--- src/rtl/reg_bank.sv ---
// 32-entry register file behind the one-hot write decoder: one write port,
// two registered read ports, sticky multi-hot error. Optional macro: REG_BYPASS_EN.
package my_pkg;
   localparam int WD  = 32;
   localparam int SEL = 5;
endpackage

module reg_bank #(
   parameter int WD  = my_pkg::WD,
   parameter int SEL = my_pkg::SEL
) (
   input  logic           clk,
   input  logic           rst,
   input  logic           we,
   input  logic [WD-1:0]  wr_onehot,
   input  logic [WD-1:0]  wr_data,
   input  logic           rd_en,
   input  logic [SEL-1:0] rd_sel_a,
   input  logic [SEL-1:0] rd_sel_b,
   output logic [WD-1:0]  rd_data_a,
   output logic [WD-1:0]  rd_data_b,
   output logic           rd_valid,
   output logic           err_multi
);

   localparam int NREG = 2**SEL;

   logic [WD-1:0]  regs_q [NREG];
   logic [WD-1:0]  regs_d [NREG];
   logic [WD-1:0]  rd_data_a_q, rd_data_a_d;
   logic [WD-1:0]  rd_data_b_q, rd_data_b_d;
   logic           rd_valid_q, rd_valid_d;
   logic           err_multi_q, err_multi_d;

   logic           sel_multi;
   logic           wr_legal;
   logic [SEL-1:0] wr_idx;
   logic [WD-1:0]  rd_src_a, rd_src_b;

   // x & (x-1) clears the lowest set bit; anything left means two or more bits set
   always_comb begin
      sel_multi = (wr_onehot & (wr_onehot - WD'(1))) != '0;
      wr_legal  = we && (wr_onehot != '0) && !sel_multi && !wr_onehot[0];
      wr_idx    = '0;
      for (int unsigned i = 0; i < NREG; i++) begin
         if (wr_onehot[i]) wr_idx = SEL'(i);
      end
   end

   always_comb begin
      regs_d = regs_q;
      if (wr_legal) regs_d[wr_idx] = wr_data;
      regs_d[0] = '0;
   end

   always_comb begin
      rd_src_a = regs_q[rd_sel_a];
      rd_src_b = regs_q[rd_sel_b];
`ifdef REG_BYPASS_EN
      if (wr_legal && (rd_sel_a == wr_idx)) rd_src_a = wr_data;
      if (wr_legal && (rd_sel_b == wr_idx)) rd_src_b = wr_data;
`endif
      rd_data_a_d = rd_en ? rd_src_a : rd_data_a_q;
      rd_data_b_d = rd_en ? rd_src_b : rd_data_b_q;
      rd_valid_d  = rd_en;
      err_multi_d = err_multi_q | (we & sel_multi);
   end

   always_ff @(posedge clk) begin
      if (rst) begin
         for (int unsigned i = 0; i < NREG; i++) regs_q[i] <= '0;
         rd_data_a_q <= '0;
         rd_data_b_q <= '0;
         rd_valid_q  <= 1'b0;
         err_multi_q <= 1'b0;
      end else begin
         regs_q      <= regs_d;
         rd_data_a_q <= rd_data_a_d;
         rd_data_b_q <= rd_data_b_d;
         rd_valid_q  <= rd_valid_d;
         err_multi_q <= err_multi_d;
      end
   end

   assign rd_data_a = rd_data_a_q;
   assign rd_data_b = rd_data_b_q;
   assign rd_valid  = rd_valid_q;
   assign err_multi = err_multi_q;

endmodule

--- config.mk ---
export PLATFORM = sky130hd
export DESIGN_NAME = reg_bank
export DESIGN_NICKNAME = d
export VERILOG_FILES = /design/src/rtl/reg_bank.sv
export SDC_FILE = /design/constraint.sdc
export NUM_CORES = 2
export LEC_CHECK = 0
export CAP_MARGIN = 20
export CORE_MARGIN = 2
export CORE_UTILIZATION = 30
export DETAILED_ROUTE_END_ITERATION = 8
export HOLD_SLACK_MARGIN = 0.1
export SYNTH_ARGS = -nofsm -noshare
export SYNTH_HDL_FRONTEND = slang
export SYNTH_SLANG_ARGS = --single-unit
--- constraint.sdc ---
create_clock -name clk -period 4.1 [get_ports clk]
set_input_delay 0.82 -clock clk [delete_from_list [all_inputs] [get_ports clk]]
set_output_delay 0.82 -clock clk [all_outputs]
set_load 0.01 [all_outputs]
==> metrics.txt <==
Reg2Reg Setup Slack 2020 ps; Root Driver clkbuf_16; synth unique cells 55; HPWL after DPL 113 mm; final net count 4740; worst-skew pair later-pin latency 760 ps; WL final 179 mm; total clock buffers created by CTS 108; Reg-to-Reg End rd_data_b[5]; worst hold path type register to register; n_diodes 0; Syn Area/Cell 12.2 sq um; fraction of layout cells with a size suffix above 1 25.3%; Slew HR 30.6%; status finished clean; Period Utilization, post-route 83.1%; Die W 438 microns; final hold vios 0; largest net degree at the start of global routing 200; # DRC 0; Area contributors post-synth dfxtp_1 (37%), mux4_2 (23%), mux2i_1 (19%), nand2b_1 (11%), mux2_2 (2.5%); number of antenna violations at the first check in global routing 1; CTS tree yes; I/O pin cnt 144; Clock Pin Slew Worst Setup and Hold Paths 60 ps; crit path max fanout 21; Crit. End Element register; Worst Path Required 4670 ps; GRT Util Overall 18.4%; start point of the critical path wr_onehot[21]; clock sinks 1058; Starting Density 30.2%; Max Freq 294 MHz; Worst Setup Slack, final 694 ps; number of synthesized flops with an enable pin 0; Slew Viols, Final 0; gpl congestion 0.842; Clock Tree Buf Depth 3; Clock Skews 56.7 ps; CP Class input port to register; post_cts resized 0; cells on worst reg2reg path 5; Initial DRT Pass Iterations 7; Yosys reg bits 1058; vias in the first global route 39335; floorplan row count 159; largest area contributor in the netlist dfxtp_1; final instance area 66300 sq um; Setup-failing EPs final 0; port bufs 143; final worst path period need 3410 ps; Pwr Total 0.0224 W; Fill cells 18079; Post-Layout Cell Count 7245; most common cell after layout, fill and taps aside dfxtp_1; CP startpoint kind input port; Placed Area 62500 sq um; drt first-iter violations 3209; share of the synthesized area in the top cell type 37.4%; peak supply drop 0.292 mV; Die H 438 microns; placed insts 7047; Syn Inst Count 4648; Core Region 188000 sq um; Area growth syn-to-layout 17.0%; gr ovfl total 0; die area 192000 sq um; syn nets 4726; Worst-Margin Slew 1040 ps; hold_buf cts 0; Post-CTS Setup Bufs 0; DR WL/cell 24.8 microns; Worst R2R Start regs_q[5]; Seq/Total Area, Yosys 37.4%; H-tree depth 3; routed vias 38016; vias per cell 5.25; Leakage Power 29.0 nW; Critical Path AT 3970 ps; Worst Setup EP regs_q[32]; DP Worst Slack 6.31 ps; Cell Area, Synth 56600 sq um; first-pass GRT wire length 267 mm; max_cap viols 0; Final ANT Viol Nets 0; unrepaired setup endpoints after global routing false; Synth async-reset ratio 0%; pwr dens 337 nW/um^2; Post-synth top flop dfxtp_1; most frequent cells in the layout dfxtp_1 (1058), mux2i_1 (1056), nand2b_1 (1028), mux4_2 (576), buf_4 (166); final core utilization 35.3%; Synth Warn # 0
==> cells by family (layout without fill, tap and decap cells) <==
family | Yosys count | after routing | synth area share (%)
AOI/OAI and AO/OA | 121 | 121 | 1.73
buffers and inverters | 504 | 606 | 3.60
DFF | 1058 | 1058 | 37.4
muxes | 1760 | 1760 | 44.1
and+or+nand+nor | 1205 | 1205 | 13.2
==> layout make-up <==
class                           count  area, sq um  area share [%]
Timing Repair Buffer              396         4470            6.75
Clock inverter                     52          651           0.982
Clock buffer                      146         3110            4.69
Multi-Input combinational cell   3086        33700            50.8
Sequential cell                  1058        21200            32.0
Inverter                           12         45.0          0.0680
Tap cell                         2495         3120            4.71
==> synthesized netlist by cell type, types with 5 or more instances <==
| library cell | instances |
|---|---|
| a21oi_1 | 10 |
| a22o_1 | 64 |
| buf_1 | 55 |
| buf_2 | 95 |
| clkbuf_1 | 336 |
| dfxtp_1 | 1058 |
| inv_1 | 12 |
| mux2_2 | 128 |
| mux2i_1 | 1056 |
| mux4_2 | 576 |
| nand2_1 | 6 |
| nand2b_1 | 1028 |
| nand3_1 | 11 |
| nand3_2 | 14 |
| nand4_2 | 6 |
| nor2_1 | 87 |
| nor2b_1 | 7 |
| nor3_1 | 16 |
| nor4_1 | 8 |
| nor4_4 | 5 |
| o21ai_0 | 11 |
==> state kept, by name, indices dropped and copies added, names as in the netlist <==
register / cells
rd_valid: 1
rd_data_b: 32
err_multi: 1
regs_q: 992
rd_data_a: 32
==> worst max-delay path, cell delays in order <==
cell and delay, ps:
clkdlybuf4s50_1 520, nor4_1 530, buf_4 210, nand2_1 100
nor2_1 190, a32oi_1 180, a2111oi_4 400, buf_12 260
nand4_1 270, buf_4 330, mux2i_1 150
==> worst min path at each step <==
stage | from | endpoint | cells after the start
6_report | regs_q[295] | regs_q[295] | 2
5_1_grt | regs_q[387] | regs_q[387] | 2
4_1_cts | regs_q[36] | regs_q[36] | 2
3_5_place_dp | regs_q[891] | regs_q[891] | 2
3_3_place_gp | regs_q[909] | regs_q[909] | 2
2_1_floorplan | regs_q[923] | regs_q[923] | 2
==> layer usage <==
metal	vias up	wire length, microns	track usage [%]
li1	16984	-	-
met1	19762	73600	22.5
met4	2	7200	7.32
met3	304	7160	2.06
met5	-	11	0
met2	964	91400	32.7
==> metrics by stage <==
stage | hold WS [ps] | TNS (ps)
2_1_floorplan | 455 | 0
3_3_place_gp | 466 | -10660
3_5_place_dp | 473 | 0
4_1_cts | 486 | 0
5_1_grt | 496 | 0
6_report | 485 | 0
==> power by group <==
part           internal (W)  switching, W  total (W)
clock               0.00602       0.00451     0.0105
combinational      0.000637      0.000918    0.00155
sequential           0.0103   0.000000696     0.0103
total                0.0169       0.00542     0.0224
(Power assumes the default switching activity.)
